==> config.mk <==
export PLATFORM = sky130hd
export DESIGN_NAME = menu_sequencer
export DESIGN_NICKNAME = d
export VERILOG_FILES = /design/src/rtl/menu_sequencer.sv
export SDC_FILE = /design/constraint.sdc
export NUM_CORES = 1
export LEC_CHECK = 0
export ABC_AREA = 1
export CORE_ASPECT_RATIO = 0.5
export CORE_UTILIZATION = 58
export DETAILED_ROUTE_END_ITERATION = 10
export PLACE_DENSITY = 0.93
export RECOVER_POWER = 100
export SKIP_CTS_REPAIR_TIMING = 1
export SLEW_MARGIN = 20
export SYNTH_ARGS = -nofsm -noshare
export SYNTH_HDL_FRONTEND = slang
export SYNTH_SLANG_ARGS = --single-unit
==> constraint.sdc <==
create_clock -name i_clk_pix -period 3.02 [get_ports i_clk_pix]
set_input_delay 0.453 -clock i_clk_pix [delete_from_list [all_inputs] [get_ports i_clk_pix]]
set_output_delay 0.453 -clock i_clk_pix [all_outputs]
set_load 0.005 [all_outputs]
==> src/rtl/menu_sequencer.sv <==
// Title-screen sequencer: attract loop, three-item menu, confirm pause and launch
// speed ramp ending in a one-cycle game-start pulse. All outputs are registered.
module menu_sequencer #(
    parameter int AUTO_JUMP    = 96,
    parameter int IDLE_TIMEOUT = 600,
    parameter int LAUNCH_HOLD  = 60,
    parameter int SPD_ATTRACT  = 2,
    parameter int SPD_MAX      = 8
) (
    input  logic        i_clk_pix,
    input  logic        i_rst_n,
    input  logic        i_frame,
    input  logic [5:0]  i_key,
    output logic        o_run,
    output logic [15:0] o_run_speed,
    output logic        o_jump,
    output logic [1:0]  o_cursor,
    output logic [2:0]  o_state,
    output logic        o_start
);

    typedef enum logic [2:0] {
        ATTRACT = 3'd0,
        SELECT  = 3'd1,
        CONFIRM = 3'd2,
        LAUNCH  = 3'd3,
        DONE    = 3'd4
    } state_t;

    localparam logic [9:0]  JUMP_LAST    = 10'(AUTO_JUMP - 1);
    localparam logic [9:0]  IDLE_LAST    = 10'(IDLE_TIMEOUT - 1);
    localparam logic [9:0]  HOLD_LAST    = 10'(LAUNCH_HOLD - 1);
    localparam logic [9:0]  CONFIRM_LAST = 10'd31;
    localparam logic [9:0]  RAMP_LAST    = 10'd7;
    localparam logic [15:0] SPEED_ATT    = 16'(SPD_ATTRACT);
    localparam logic [15:0] SPEED_TOP    = 16'(SPD_MAX);
    localparam logic [5:0]  WAKE_KEYS    = 6'b01_0011;

    state_t      state_q, state_d;
    logic [9:0]  cnt_q, cnt_d;
    logic [5:0]  key_q, key_edge;
    logic        run_d, jump_d, start_d;
    logic [15:0] speed_d;
    logic [1:0]  cursor_d;

    assign key_edge = i_key & ~key_q;
    assign o_state  = state_q;

    always_comb begin
        // NOTE: every variable gets a default before the case so no path infers a latch.
        state_d  = state_q;
        cnt_d    = cnt_q;
        run_d    = o_run;
        speed_d  = o_run_speed;
        cursor_d = o_cursor;
        jump_d   = 1'b0;
        start_d  = 1'b0;
        unique case (state_q)
            ATTRACT: begin
                if (i_frame) begin
                    if (cnt_q == JUMP_LAST) begin
                        jump_d = 1'b1;
                        cnt_d  = '0;
                    end else begin
                        cnt_d = cnt_q + 10'd1;
                    end
                end
                if (|(key_edge & WAKE_KEYS)) begin
                    state_d  = SELECT;
                    run_d    = 1'b0;
                    cursor_d = 2'd0;
                    cnt_d    = '0;
                end
            end
            SELECT: begin
                // Key activity outranks the frame tick, so an edge on a timeout frame keeps the menu.
                if (key_edge[4]) begin
                    state_d = CONFIRM;
                    jump_d  = 1'b1;
                    cnt_d   = '0;
                end else if (key_edge[5]) begin
                    state_d = ATTRACT;
                    run_d   = 1'b1;
                    speed_d = SPEED_ATT;
                    cnt_d   = '0;
                end else if (|key_edge) begin
                    cnt_d = '0;
                    if (key_edge[0] && !key_edge[1])
                        cursor_d = (o_cursor == 2'd0) ? 2'd2 : o_cursor - 2'd1;
                    else if (key_edge[1] && !key_edge[0])
                        cursor_d = (o_cursor == 2'd2) ? 2'd0 : o_cursor + 2'd1;
                end else if (i_frame) begin
                    if (cnt_q == IDLE_LAST) begin
                        state_d = ATTRACT;
                        run_d   = 1'b1;
                        speed_d = SPEED_ATT;
                        cnt_d   = '0;
                    end else begin
                        cnt_d = cnt_q + 10'd1;
                    end
                end
            end
            CONFIRM: begin
                if (key_edge[5]) begin
                    state_d = SELECT;
                    cnt_d   = '0;
                end else if (i_frame) begin
                    if (cnt_q == CONFIRM_LAST) begin
                        state_d = LAUNCH;
                        run_d   = 1'b1;
                        speed_d = 16'd1;
                        cnt_d   = '0;
                    end else begin
                        cnt_d = cnt_q + 10'd1;
                    end
                end
            end
            LAUNCH: begin
                if (i_frame) begin
                    if (o_run_speed < SPEED_TOP) begin
                        if (cnt_q == RAMP_LAST) begin
                            speed_d = o_run_speed + 16'd1;
                            cnt_d   = '0;
                        end else begin
                            cnt_d = cnt_q + 10'd1;
                        end
                    end else if (cnt_q == HOLD_LAST) begin
                        state_d = DONE;
                        start_d = 1'b1;
                        cnt_d   = '0;
                    end else begin
                        cnt_d = cnt_q + 10'd1;
                    end
                end
            end
            DONE: begin
                run_d   = 1'b1;
                speed_d = SPEED_TOP;
            end
            default: state_d = ATTRACT;
        endcase
    end

    always_ff @(posedge i_clk_pix) begin
        // Sampled during reset too, so a key held through release yields no edge.
        key_q <= i_key;
        if (!i_rst_n) begin
            state_q     <= ATTRACT;
            cnt_q       <= '0;
            o_run       <= 1'b1;
            o_run_speed <= SPEED_ATT;
            o_jump      <= 1'b0;
            o_start     <= 1'b0;
            o_cursor    <= 2'd0;
        end else begin
            state_q     <= state_d;
            cnt_q       <= cnt_d;
            o_run       <= run_d;
            o_run_speed <= speed_d;
            o_jump      <= jump_d;
            o_start     <= start_d;
            o_cursor    <= cursor_d;
        end
    end

endmodule

; ---- After elaboration in Yosys (flattened, before gate mapping)
; Cells that the tools add are included.
[totals]
ff_bits = 40
output_inout_bits = 24
wordCells = 135
[op_classes]
magnitude_cmp = 1
n_addsub = 4
eq_ne = 33
n_mux = 65
reduce_logical = 18
bitwise_logic = 6
[op_table]
columns = operator, count
row1 = 16-bit two-way mux, 11
row2 = 10-bit two-way mux, 15
row3 = 16-bit case mux with 4 select lines, 1
row4 = 10-bit case mux with 4 select lines, 1
row5 = 3-bit two-way mux, 12
row6 = "2-bit != test, second input constant", 12
row7 = "3-bit != test, second input constant", 7
row8 = "16-bit by 1-bit adder with 16-bit output, second input constant", 1
row9 = "16-bit by 4-bit less-than comparator with 1-bit output, second input constant", 1
row10 = 2-bit two-way mux, 8
row11 = 3-bit case mux with 5 select lines, 1
row12 = 1-bit two-way mux, 13
row13 = "4-bit != test, second input constant", 3
row14 = 4-bit nonzero test, 3
row15 = 11-bit AND reduction, 1
row16 = "10-bit by 1-bit adder with 10-bit output, second input constant", 1
row17 = "10-bit equality test, second input constant", 1
row18 = "10-bit by 3-bit equality test with 1-bit output, second input constant", 1
row19 = "10-bit by 5-bit equality test with 1-bit output, second input constant", 1
row20 = "10-bit by 6-bit equality test with 1-bit output, second input constant", 1
row21 = "10-bit by 7-bit equality test with 1-bit output, second input constant", 1
row22 = 10-bit AND reduction, 1
row23 = 9-bit AND reduction, 1
row24 = 6-bit bitwise AND, 1
row25 = other kinds (22), 28

; ---- Longest topological paths before layout
; Gate-level depths: netlist (run 1).
[logic_depth]
word_depth = 10
ltp_mapped = 15

; ---- Worst setup path after synthesis (run 1)
; Ideal clock, no wire load.
[synth_path]
path_type = input -> register
from = input port i_key[0]
to = register cnt_q[0]
setup_ps = 116
arrival_time_ps = 1656
t_required_ps = 2904
stages = 14
setup_slack_ps = 1249
path_cell_list = inv_1 -> nor2_1 -> inv_1 -> ha_1 -> inv_1 -> nor2_1 -> nand2_1 -> nor2_1 -> nor2_2 -> nand2_4 -> inv_4 -> nand2_1 -> nand2_2 -> nor2_1
[synth_between]
elab_chain_cells = 6
[synth_rtl]
columns = element, line
row1 = start: declaration, 13  ; input logic [5:0] i_key,
row2 = 6-bit bitwise AND (*), 46  ; assign key_edge = i_key & ~key_q;
row3 = 6-bit OR reduction, 86  ; end else if (|key_edge) begin
row4 = 10-bit two-way mux, 86
row5 = 10-bit two-way mux, 81  ; end else if (key_edge[5]) begin
row6 = 10-bit two-way mux, 77  ; if (key_edge[4]) begin
row7 = 10-bit case mux with 4 select lines, 58  ; unique case (state_q)
row8 = end signal: assignment, 157  ; cnt_q <= cnt_d;
row9 = end: declaration, 40  ; logic [9:0] cnt_q, cnt_d;
; Mark *: on every way between the ends. The rest lies on a longest branch, timed or not.
; A chain may end at the register's enable or synchronous reset.

; ---- Worst setup path after layout (run 1)
[layout_path]
from = input port i_key[0]
to = register o_run_speed[2]
[layout_between]
elab_chain_cells = 4
[layout_rtl]
columns = element, line
row1 = 6-bit bitwise AND, 46
row2 = 6-bit OR reduction, 86
row3 = 3-bit != test (no source line), n/a
row4 = 11-bit AND reduction (no source line), n/a
row5 = end signal: assignment, 159  ; o_run_speed <= speed_d;
row6 = end: declaration, 15  ; output logic [15:0] o_run_speed,
; No other way between the ends.

==> impl_results.rst, run 1 <==
.. list-table::
   :header-rows: 1

   * - Metric
     - Value
   * - Critical path type
     - in2reg
   * - Power after layout
     - 1.85 mW
   * - Highest-delay cell along the critical path
     - sky130_fd_sc_hd__dlygate4sd3_1
   * - Fraction of layout instances using a drive strength above 1
     - ~6.5%
   * - CTS H-tree lvls
     - 2
   * - Levels on crit path
     - 12
   * - Height of the die
     - 45.4 um
   * - Cell count of the worst hold path
     - 2
   * - Boundary pin count
     - 33
   * - Number of non-filler instances in the completed layout
     - 418
   * - Clock tree buffer depth
     - 2
   * - Worst path buffer plus inverter count
     - 3
   * - Post-synth EDFFs
     - 0
   * - Start point of the critical path
     - i_key[0]
   * - Total detailed-routing wirelength
     - about 5500 um
   * - Die area
     - 4030 um^2
   * - Critical-path cell list
     - dlygate4sd3_1, inv_1, nor2_1, inv_1, ha_1, nand3_1, nor2_1, nand2_1, a22oi_4, nand2_1, nand2_1, a21oi_1
   * - Largest fanout on the critical path
     - 16
   * - Most common library cell in the layout ignoring fill and taps
     - sky130_fd_sc_hd__nand2_1
   * - Clock-pin slew reported for the worst setup and hold paths after clock tree synthesis
     - 90 ps
   * - Area of the core
     - 3510 um^2
   * - Fmax
     - approximately 0.40 GHz
   * - Clock Tree Root
     - sky130_fd_sc_hd__clkbuf_8
   * - Yosys warnings
     - 0
   * - Number of nets with antenna violations after detailed routing
     - 0
   * - Number of global-route vias before repair
     - 2011
   * - PD cells
     - about 700 nW/um^2
   * - DP Area
     - 2560 um^2
   * - Clock insertion delay at the later pin of the skew report
     - 300 ps
   * - Number of standard cells after synthesis
     - approximately 330
   * - Syn Area/Cell
     - ~6.6 um^2
   * - Minimum setup slack after placement
     - 551 ps
   * - Synth cell types
     - 33
   * - ANT cells
     - 0
   * - Worst setup slack after layout
     - approximately 550 ps
   * - Wire length of the first global-routing pass
     - 8940 um
   * - Number of hold violations in the final report
     - 0
   * - DR DRC count
     - 0
   * - Total Negative Setup Slacks
     - 0 ps
   * - R2r setup slk
     - 590 ps
   * - Slew margin rel.
     - 49.7%
   * - Leading cell types by total area after synthesis
     - sky130_fd_sc_hd__dfxtp_1 37%, sky130_fd_sc_hd__nand2_1 15%, sky130_fd_sc_hd__nor2_1 12%, sky130_fd_sc_hd__nand3_1 7.3%, sky130_fd_sc_hd__inv_1 5.7%
   * - Data arrival time of the critical path
     - 2670 ps
   * - Initial Utilization
     - 62.3%
   * - Run status
     - completed
   * - Shortest clock period the worst path allows after layout
     - 2470 ps
   * - LEAKAGE
     - 1.23 nW
   * - Worst-case clock skew
     - 9.63 ps
   * - Synthesized netlist net count
     - 345
   * - Vias
     - 2223
   * - Fillcell total
     - 269
   * - Fraction of registers with async set/reset
     - 0%
   * - Max-cap viol count
     - 0
   * - Cell accounting for the most synthesized area
     - sky130_fd_sc_hd__dfxtp_1
   * - Slew Viols, Final
     - 0
   * - Final net count
     - 382
   * - Number of search-and-repair iterations in the first detailed-routing pass
     - 6
   * - Startpoint of the most critical hold path
     - o_run_speed[14]$_SDFFE_PN0P_
   * - Most instantiated flip-flop cell in the synthesis netlist
     - sky130_fd_sc_hd__dfxtp_1
   * - Cell count of the worst reg-to-reg path
     - 10
   * - Reg2Reg Launch Point
     - o_state[0]$_SDFFE_PN0P_
   * - Highest-count cells in the layout ignoring fill and taps
     - 88 x sky130_fd_sc_hd__nand2_1, 69 x sky130_fd_sc_hd__nor2_1, 40 x sky130_fd_sc_hd__dfxtp_1, 33 x sky130_fd_sc_hd__inv_1, 33 x sky130_fd_sc_hd__nand3_1
   * - Maximum number of pins on one net before global-route repair
     - 17
   * - Worst path most repeated cell
     - sky130_fd_sc_hd__nand2_1
   * - Remaining Overflow, GRT
     - 0
   * - Site Rows
     - 15
   * - Setup repair after global routing missed its margin
     - no
   * - Final period utilization
     - 81.9%
   * - Setup violators final
     - 0
   * - Area of the mapped netlist
     - 2190 um^2
   * - Largest delay contributor family on the critical path
     - simple AND/OR/NAND/NOR gates
   * - Die W
     - 88.8 um
   * - Share of the synthesized area in the top cell type
     - 36.6%
   * - Proportion of synthesized chip area in sequential cells
     - 36.6%
   * - Critical Path Max Stage Delay
     - 550 ps
   * - Detailed-route wire length per cell
     - about 13 um
   * - Average vias per placed instance
     - 5.32
   * - DRC violation total after the first TritonRoute iteration
     - 119
   * - Worst setup SP type
     - primary input
   * - CTS tree
     - done
   * - Reg-to-reg endpoint
     - cnt_q[2]$_SDFFE_PN0P_
   * - HP Class
     - reg2reg
   * - VDD IR max
     - approximately 0.00047 V
   * - Port Buf Inserts
     - 32
   * - Worst Hold Endpoint
     - o_run_speed[14]$_SDFFE_PN0P_
   * - Hold Slack
     - 455 ps
   * - Share of the core filled with cells in the final layout
     - 75.4%
   * - Total number of clock tree sinks
     - 40
   * - Count of placed standard cells including taps
     - 410
   * - Number of antenna violations at the first check in global routing
     - 0
   * - Weighted congestion at the end of routability-driven global placement
     - 0.987
   * - Number of storage elements in the synthesis netlist
     - 40
   * - Final HPWL DP
     - 4060 um
   * - Critical path required time
     - 3210 ps
   * - Global Route Usage Sum
     - between 20% and 30%
   * - Area growth from synthesis to layout
     - 21.0%
   * - Pin slew with the least headroom to its limit
     - 749 ps
   * - Element type at the critical path end
     - flip-flop
   * - Number of buffers created by CTS
     - 5
   * - Cell area after layout
     - 2650 um^2
## sequential cells by signal, summed over array words and instances, names as in the netlist
register and cells:
cnt_q 10, key_q 6, o_cursor 2, o_jump 1, o_run 1, o_run_speed 16
o_start 1, o_state 3
## cells in the mapped netlist (2+ instances only)
library cell,n
sky130_fd_sc_hd__nand2_1,85
sky130_fd_sc_hd__nor2_1,68
sky130_fd_sc_hd__dfxtp_1,40
sky130_fd_sc_hd__inv_1,33
sky130_fd_sc_hd__nand3_1,32
sky130_fd_sc_hd__o21ai_0,12
sky130_fd_sc_hd__a21oi_1,9
sky130_fd_sc_hd__ha_1,7
sky130_fd_sc_hd__nand4_1,7
sky130_fd_sc_hd__nand2_2,4
sky130_fd_sc_hd__nand2_4,3
sky130_fd_sc_hd__nor2_2,3
sky130_fd_sc_hd__buf_2,2
sky130_fd_sc_hd__inv_2,2
sky130_fd_sc_hd__inv_4,2
sky130_fd_sc_hd__nor3_1,2
sky130_fd_sc_hd__xor2_1,2
## cells by family after synthesis
logic type,synth area share (%)
AOI/OAI and AO/OA,6.93
and+or+nand+nor,43.3
adders and majority gates,4.01
buffers and inverters,7.90
xor gates and xnor gates,1.20
DFF,36.6
## report_power, final
part	total, mW	switching, mW	internal, mW
clock	0.469	0.199	0.270
sequential	0.633	0.0549	0.578
combinational	0.750	0.489	0.260
## layer usage
metal  GRT usage (%)  vias up  share of wire, %
li1                -     1118                 -
met1            37.3      986                45
met2            51.1      100                45
met3            7.79       19               7.8
met4            11.6        0               2.0
met5               0        -                 0
## how the worst max path moves through the flow
stage | to
after floorplan | cnt_q[0]$_SDFFE_PN0P_
after global placement | cnt_q[2]$_SDFFE_PN0P_
after detailed placement | cnt_q[5]$_SDFFE_PN0P_
after CTS | cnt_q[5]$_SDFFE_PN0P_
after global routing | cnt_q[2]$_SDFFE_PN0P_
final | o_run_speed[2]$_SDFFE_PN0P_
## worst min-delay path, cell delays in order, from the launching register on
cell and delay, ps:
sky130_fd_sc_hd__dfxtp_1 330, sky130_fd_sc_hd__nand2_1 60, sky130_fd_sc_hd__nor2_1 30
## cell type report
type / instances / area (um^2) / area share (%)
repair buffers: 34 / 335 / 12.7
well taps: 51 / 63.8 / 2.41
clock inverters: 2 / 38.8 / 1.47
inverters: 38 / 148 / 5.58
clock buffers: 6 / 82.6 / 3.12
multi-input cells: 247 / 1180 / 44.5
flip-flops and latches: 40 / 801 / 30.3
(Power assumes the default switching activity.)
==> inputs of run 2 (changes only) <==
--- a/config.mk
+++ b/config.mk
@@ -7,9 +7,9 @@
 export LEC_CHECK = 0
 export ABC_AREA = 1
 export CORE_ASPECT_RATIO = 0.5
-export CORE_UTILIZATION = 58
+export CORE_UTILIZATION = 48
 export DETAILED_ROUTE_END_ITERATION = 10
-export PLACE_DENSITY = 0.93
+export PLACE_DENSITY = 0.83
 export RECOVER_POWER = 100
 export SKIP_CTS_REPAIR_TIMING = 1
 export SLEW_MARGIN = 20
==> constraint.sdc (replaced) <==
create_clock -name i_clk_pix -period 2.2 [get_ports i_clk_pix]
set_input_delay 0.33 -clock i_clk_pix [delete_from_list [all_inputs] [get_ports i_clk_pix]]
set_output_delay 0.33 -clock i_clk_pix [all_outputs]
set_load 0.005 [all_outputs]
==> impl_results.rst, run 2 (synthesis results as in run 1) <==
.. list-table::
   :header-rows: 1

   * - Metric
     - Value
   * - Share of the core filled with cells in the final layout
     - about 66%
   * - Number of nets with antenna violations after detailed routing
     - 0
   * - Setup repair after global routing missed its margin
     - no
   * - Number of global-route vias before repair
     - around 2000
   * - Height of the die
     - 49.7 um
   * - Reg2Reg Launch Point
     - cnt_q[0]$_SDFFE_PN0P_
   * - Setup violators final
     - 0
   * - R2r setup slk
     - 160 ps
   * - Clock insertion delay at the later pin of the skew report
     - approximately 300 ps
   * - Flip-flop count of the largest register, all copies and words added
     - 16
   * - PD cells
     - roughly 920 nW/um^2
   * - Clock-pin slew reported for the worst setup and hold paths after clock tree synthesis
     - around 70 ps
   * - Worst path buffer plus inverter count
     - 1
   * - Number of hold violations in the final report
     - 0
   * - Final HPWL DP
     - 3990 um
   * - Most flops, register
     - o_run_speed
   * - Shortest clock period the worst path allows after layout
     - around 2000 ps
   * - Port Buf Inserts
     - 32
   * - Detailed-route wire length per cell
     - 12.3 um
   * - Cell count of the worst reg-to-reg path
     - 10
   * - Slew margin rel.
     - 76.1%
   * - HP Class
     - reg2reg
   * - Worst path most repeated cell
     - sky130_fd_sc_hd__nand2_1
   * - DP Area
     - around 2600 um^2
   * - Final net count
     - 388
   * - Maximum number of pins on one net before global-route repair
     - 17
   * - Fraction of layout instances using a drive strength above 1
     - a little under a tenth
   * - LEAKAGE
     - 1.26 nW
   * - Power after layout
     - 2.48 mW
   * - CTS H-tree lvls
     - 2
   * - Number of search-and-repair iterations in the first detailed-routing pass
     - 5
   * - Die W
     - 97.4 um
   * - Worst-case clock skew
     - 5.72 ps
   * - Vias
     - 2233
   * - Critical path required time
     - roughly 2400 ps
   * - Hold Slack
     - 449 ps
   * - Fillcell total
     - roughly 370
   * - Site Rows
     - 16
   * - Area growth from synthesis to layout
     - 23.6%
   * - DR DRC count
     - 0
   * - DRC violation total after the first TritonRoute iteration
     - approximately 190
   * - Fmax
     - about 0.49 GHz
   * - Element type at the critical path end
     - flip-flop
   * - Global Route Usage Sum
     - 24.0%
   * - Slew Viols, Final
     - 0
   * - Worst setup SP type
     - flip-flop
   * - Registers with the most flip-flops
     - o_run_speed (16), cnt_q (10), key_q (6)
   * - Number of buffers created by CTS
     - 5
   * - Critical path type
     - reg2reg
   * - Total number of clock tree sinks
     - 40
   * - Largest fanout on the critical path
     - 5
   * - Critical Path Max Stage Delay
     - 400 ps
   * - Largest delay contributor family on the critical path
     - simple AND/OR/NAND/NOR gates
   * - Clock Tree Root
     - sky130_fd_sc_hd__clkbuf_8
   * - Remaining Overflow, GRT
     - 0
   * - Highest-count cells in the layout ignoring fill and taps
     - 86 x sky130_fd_sc_hd__nand2_1, 68 x sky130_fd_sc_hd__nor2_1, 40 x sky130_fd_sc_hd__dfxtp_1, 33 x sky130_fd_sc_hd__inv_1, 32 x sky130_fd_sc_hd__nand3_1
   * - Die area
     - a little under 5000 um^2
   * - ANT cells
     - 0
   * - Max-cap viol count
     - 0
   * - Final period utilization
     - between 90% and 100%
   * - Critical-path cell list
     - ha_1, nand2_1, nor2_1, nand2_1, nor2_1, nand2_1, a22oi_4, clkbuf_2, nand3_1, a21oi_1
   * - Clock tree buffer depth
     - 2
   * - Boundary pin count
     - 33
   * - Wire length of the first global-routing pass
     - ~9300 um
   * - Weighted congestion at the end of routability-driven global placement
     - between 0.9 and 1
   * - Worst Hold Endpoint
     - o_run_speed[14]$_SDFFE_PN0P_
   * - Multi-input gate area
     - around 1200 um^2
   * - VDD IR max
     - 0.000547 V
   * - CTS tree
     - done
   * - Data arrival time of the critical path
     - 2280 ps
   * - Average vias per placed instance
     - ~5.2
   * - Register Area
     - 801 um^2
   * - Cell area after layout
     - ~2700 um^2
   * - Run status
     - completed
   * - Total detailed-routing wirelength
     - 5270 um
   * - Startpoint of the most critical hold path
     - o_run_speed[14]$_SDFFE_PN0P_
   * - Reg-to-reg endpoint
     - o_run_speed[0]$_SDFFE_PN0P_
   * - Area of the core
     - between 4000 and 5000 um^2
   * - Cell count of the worst hold path
     - 2
   * - Highest-delay cell along the critical path
     - sky130_fd_sc_hd__dfxtp_1
   * - Initial Utilization
     - 53.0%
   * - Number of antenna violations at the first check in global routing
     - 0
   * - Pin slew with the least headroom to its limit
     - 357 ps
   * - Most common library cell in the layout ignoring fill and taps
     - sky130_fd_sc_hd__nand2_1
   * - Total Negative Setup Slacks
     - 0 ps
run 2: cell types whose count changed in the layout (fill, tap and decap cells not counted), sizes merged:
cell           change
buf                +5
clkdlybuf4s50      +2
dlygate4sd3        -2
bufinv             -1
clkbuf             +1
clkinv             +1
run 2: per-stage QoR:
step / setup slack (ps) / std cells
after floorplan: 501 / 329
after global placement: -29.0 / 419
after detailed placement: -147 / 419
after CTS: 172 / 427
after global routing: 2.36 / 427
final: 158 / 427
run 2: worst max-delay path by stage:
stage,startpoint,endpoint,depth (start not counted)
2_1_floorplan,cnt_q[0]$_SDFFE_PN0P_,o_run_speed[1]$_SDFFE_PN1P_,11
3_3_place_gp,i_key[0],cnt_q[6]$_SDFFE_PN0P_,15
3_5_place_dp,i_key[0],cnt_q[2]$_SDFFE_PN0P_,15
4_1_cts,i_key[0],cnt_q[2]$_SDFFE_PN0P_,15
5_1_grt,i_key[0],cnt_q[2]$_SDFFE_PN0P_,15
6_report,cnt_q[0]$_SDFFE_PN0P_,o_run_speed[0]$_SDFFE_PN0P_,10
run 2: tightest hold or removal path: stages (launching register included):
cell,delay (ps)
sky130_fd_sc_hd__dfxtp_1,320
sky130_fd_sc_hd__nand2_1,60
sky130_fd_sc_hd__nor2_1,30
run 2: layout make-up:
class | instances | share of cell area (%)
multi-input combinational | 247 | 45.0
tap | 54 | 2.50
clock inverter | 2 | 0.371
clock buffer | 6 | 3.06
sequential | 40 | 29.6
inverter | 38 | 5.47
timing repair buffer | 40 | 14.0
run 2: power breakdown:
part           total, mW  switching, mW  internal (mW)
clock network      0.509          0.259          0.250
logic               1.10          0.694          0.409
registers          0.871         0.0776          0.793
run 2: routing by layer:
layer  share of wire, %  up-vias  wire [um]  global-route usage [%]
li1                   -     1134          -                       -
met1                 49      997       2580                    32.6
met2                 43       88       2250                    37.1
met3                7.0       14        367                    6.67
met4                1.3        0         67                    7.84
met5                  0        -          0                       0
==> variant 1, RTL diff (flow settings as in run 2) <==
Register the output `o_state` once more; this adds one clock of latency there. The other outputs are not delayed to match.
--- a/src/rtl/menu_sequencer.sv
+++ b/src/rtl/menu_sequencer.sv
@@ -44,7 +44,9 @@
     logic [1:0]  cursor_d;
 
     assign key_edge = i_key & ~key_q;
-    assign o_state  = state_q;
+    always_ff @(posedge i_clk_pix) begin
+        o_state <= state_q;
+    end
 
     always_comb begin
         // NOTE: every variable gets a default before the case so no path infers a latch.
Formal check against the unedited RTL: not equivalent (a bounded check fails within 4 cycles, from zero or initial values and one cycle with i_rst_n low).
==> variant 1 against run 2 <==
  * The flow now finishes with violations (DRC)
  * Clock power rose by 2%
  * Clock skew rose by 0.0019 ns
  * Global-route usage fell by 1.8 points
  * Routed wire length fell by 3.8%
  * Area after synthesis rose by 2.6%
  * Largest cell class unchanged
  * Core utilization fell by 2.7 points
  * Sequential cell count rose by 3
  * Largest power group unchanged
  * Worst setup slack improved by 0.024 ns
  * Total power rose by 16%
  * Final area rose by 3.3%
  * Combinational power rose by 27%
  * Sequential share of layout area rose by 1.2 points
==> variant 1: results (changes against run 2) <==
* Period utilisation layout at 0.9172 (was 0.9282)
* Number of global-route vias before repair at 2075 (was 2031)
* Endpoint of the most critical setup path: cnt_q[2] (was o_run_speed[0])
* Final net count at 394 (was 388)
* Average wire length per cell after detail routing at 11.62 um (was 12.33 um)
* DRT met1 WL at 2309 um (was 2583 um)
* Cell with the biggest individual delay on the critical path: sky130_fd_sc_hd__clkdlybuf4s50_1 (was sky130_fd_sc_hd__dfxtp_1)
* Share of the yosys chip area belonging to registers at 0.3839 (was 0.3663)
* Worst rel slew slack at 0.5613 (was 0.7613)
* Post-Place Setup Slack at -0.05830 ns (was -0.1466 ns)
* Met3 WL at 290 um (was 367 um)
* Residual DRC at 2 (was 0)
* Outcome: complete, but fails checks (was complete, no violations)
* Failing checks: DRC
* Maximum number of pins on one net before global-route repair at 16 (was 17)
* Net Sw Frac at 0.4305 (was 0.4151)
* Initial drt markers at 111 (was 185)
* Synth top cells by count: 76 x sky130_fd_sc_hd__nand2_1, 57 x sky130_fd_sc_hd__nor2_1, 43 x sky130_fd_sc_hd__dfxtp_1 (was 85 x sky130_fd_sc_hd__nand2_1, 68 x sky130_fd_sc_hd__nor2_1, 40 x sky130_fd_sc_hd__dfxtp_1)
* Main area contributors after synthesis: sky130_fd_sc_hd__dfxtp_1 38%, sky130_fd_sc_hd__nand2_1 13%, sky130_fd_sc_hd__nor2_1 9.5% (was sky130_fd_sc_hd__dfxtp_1 37%, sky130_fd_sc_hd__nand2_1 15%, sky130_fd_sc_hd__nor2_1 12%)
* Half-perimeter wire length after placement at 3926 um (was 3988 um)
* Clock input transition at the sequential cells of the worst setup and hold paths at 0.09 ns (was 0.07 ns)
* Clk. pwr at 520 uW (was 509 uW)
* Leak pwr at 1.292 nW (was 1.261 nW)
* Placed instance area at 2706 um2 (was 2609 um2)
* Total global-route track usage at 0.2219 (was 0.2402)
* Net Switching at 1.245 mW (was 1.031 mW)
* R2r worst-path depth at 9 (was 10)
## variant 1: cell count changes after synthesis, sizes merged, moves of 4 or more
| cell | delta |
|---|---|
| nand2 | -11 |
| o21ai | +4 |
| nand3 | -8 |
| inv | +4 |
| a21oi | +8 |
| nor2 | -5 |
## variant 1: cell type report
type                    instances  area [um2]  share of cell area
clock inverters                 3       25.02            0.008965
clock buffers                   5       68.82             0.02465
inverters                      41       153.9             0.05513
multi-input cells             240        1189              0.4258
well taps                      57       71.32             0.02555
repair buffers                 47       422.9              0.1515
flip-flops and latches         43       860.8              0.3084
## variant 1: how the worst min path moves through the flow
| stage | from | endpoint | slack (ns) |
|---|---|---|---|
| after floorplan | i_key[0] | key_q[0] | 0.36 |
| after global placement | state_q[1] | o_state[1] | 0.43 |
| after detailed placement | state_q[1] | o_state[1] | 0.44 |
| after CTS | o_run_speed[5] | o_run_speed[5] | 0.46 |
| after global routing | state_q[1] | o_state[1] | 0.46 |
| final | o_run_speed[5] | o_run_speed[5] | 0.46 |
## variant 1: cell families (layout without fill, tap and decap cells)
| kind of cell | Yosys count | count (layout) | share of synthesized area |
|---|---|---|---|
| buf+inv | 47 | 96 | 0.08650 |
| compound gates | 37 | 37 | 0.09152 |
| flops | 43 | 43 | 0.3839 |
| simple gates | 191 | 191 | 0.3784 |
| fa+ha+maj | 7 | 7 | 0.03906 |
| mux | 1 | 1 | 0.005022 |
| xor+xnor | 4 | 4 | 0.01563 |
## variant 1: worst min-delay path, cell delays in order, from the launching register on
cell and delay (ns):
sky130_fd_sc_hd__dfxtp_1 0.33, sky130_fd_sc_hd__nand2_1 0.06, sky130_fd_sc_hd__nor2_1 0.03
==> variant 2, RTL diff (settings of run 2) <==
Made on the original files. `IDLE_TIMEOUT`: 600 -> 450.
--- a/src/rtl/menu_sequencer.sv
+++ b/src/rtl/menu_sequencer.sv
@@ -2,7 +2,7 @@
 // speed ramp ending in a one-cycle game-start pulse. All outputs are registered.
 module menu_sequencer #(
     parameter int AUTO_JUMP    = 96,
-    parameter int IDLE_TIMEOUT = 600,
+    parameter int IDLE_TIMEOUT = 450,
     parameter int LAUNCH_HOLD  = 60,
     parameter int SPD_ATTRACT  = 2,
     parameter int SPD_MAX      = 8
Formal check against the unedited RTL: same outputs for any inputs over 4 cycles, from zero or initial values and one cycle with i_rst_n low; that may be too few to reach the edited logic, so the function may still have changed.
==> variant 2 against run 2 <==
  * Routed wire length rose by 1.6%
  * Sequential cell count did not move
  * Core utilization fell by 0.83 points
  * Total power rose by 28%
  * Area after synthesis rose by 5.8%
  * Worst setup slack got worse by 0.010 ns
  * Final area rose by 8.0%
==> variant 2: results (changes against run 2) <==
* Outcome: complete, no violations (unchanged)
* DRT met1 WL at 2641 um (was 2583 um)
* Final worst hold slack at 0.4577 ns (was 0.4492 ns)
* Clk_skew at 0.01377 ns (was 0.005716 ns)
* Fraction of layout cells with a size suffix above 1 at 0.1480 (was 0.09383)
* Invs w/o clock at 56 (was 38)
* Maximum fanout count along the critical path at 11 (was 5)
* Leak pwr at 1.361 nW (was 1.261 nW)
* Half-perimeter wire length after placement at 4205 um (was 3988 um)
* Via count at 2256 (was 2233)
* Number of global-route vias before repair at 2139 (was 2031)
* Count of different cell masters after synthesis at 30 (was 33)
* Peak VDD IR at 405.3 uV (was 547.3 uV)
* Total global-route track usage at 0.2302 (was 0.2402)
* Part of the total power dissipated in the clock network at 0.195 (was 0.205)
* Period minus WS final at 2.052 ns (was 2.042 ns)
* Final weighted congestion in routability-driven placement at 0.9344 (was 0.9686)
* Maximum number of pins on one net before global-route repair at 15 (was 17)
* Launch point of the worst path: i_key[1] (was cnt_q[0])
* Number of nets produced by synthesis at 363 (was 345)
* Combinational cell power at 1.63 mW (was 1.10 mW)
* Post-Place Cells at 450 (was 419)
* Post-Syn Area per Cell at 6.683 um2 (was 6.644 um2)
* Multi-input gate share of total cell area at 0.4372 (was 0.4497)
* Post-layout utilization of the core at 0.6468 (was 0.6550)
* Multi-In Gates at 246 (was 247)
* Largest stage delay, worst path at 0.55 ns (was 0.40 ns)
* Initial drt markers at 109 (was 185)
* Global Route met1 Usage at 0.3028 (was 0.3260)
* DR WL met2 at 2457 um (was 2248 um)
* Top Family by Delay on Critical Path: buffers and inverters (was simple AND/OR/NAND/NOR gates)
* Met3 WL at 225 um (was 367 um)
* Area taken by flip-flops and latches at 802.0 um2 (was 800.8 um2)
* Endpoint, Worst Hold: o_run_speed[13] (was o_run_speed[14])
* Synth top cells by count: 83 x sky130_fd_sc_hd__nand2_1, 65 x sky130_fd_sc_hd__nor2_1, 47 x sky130_fd_sc_hd__inv_1 (was 85 x sky130_fd_sc_hd__nand2_1, 68 x sky130_fd_sc_hd__nor2_1, 40 x sky130_fd_sc_hd__dfxtp_1)
* Main area contributors after synthesis: sky130_fd_sc_hd__dfxtp_1 35%, sky130_fd_sc_hd__nand2_1 13%, sky130_fd_sc_hd__nor2_1 11% (was sky130_fd_sc_hd__dfxtp_1 37%, sky130_fd_sc_hd__nand2_1 15%, sky130_fd_sc_hd__nor2_1 12%)
* Cell with the biggest individual delay on the critical path: sky130_fd_sc_hd__dlygate4sd3_1 (was sky130_fd_sc_hd__dfxtp_1)
* R2r worst-path depth at 13 (was 10)
* Clk. pwr at 619 uW (was 509 uW)
* Endpoint arrival time on the critical path at 2.30 ns (was 2.28 ns)
* Critical register-to-register path startpoint: cnt_q[1] (was cnt_q[0])
[variant 2: changes by cell type after synthesis, moves of 2 or more]
cell / before / now
sky130_fd_sc_hd__nand3_1: 32 / 25
sky130_fd_sc_hd__nand3_2: 1 / 5
sky130_fd_sc_hd__inv_1: 33 / 47
sky130_fd_sc_hd__a21oi_1: 9 / 6
sky130_fd_sc_hd__inv_2: 2 / 6
sky130_fd_sc_hd__nand2_1: 85 / 83
sky130_fd_sc_hd__nand2_2: 4 / 7
sky130_fd_sc_hd__buf_2: 2 / 0
sky130_fd_sc_hd__nor2_1: 68 / 65
sky130_fd_sc_hd__nor3_2: 0 / 8
sky130_fd_sc_hd__nor3_1: 2 / 5
[variant 2: cells by family (layout without fill, tap and decap cells)]
logic type	Yosys count	in the layout	share of synthesized area
flops	40	40	0.3463
xor+xnor	3	3	0.01137
fa+ha+maj	8	8	0.04329
compound gates	21	21	0.04925
simple gates	214	214	0.4421
buf+inv	60	106	0.1077
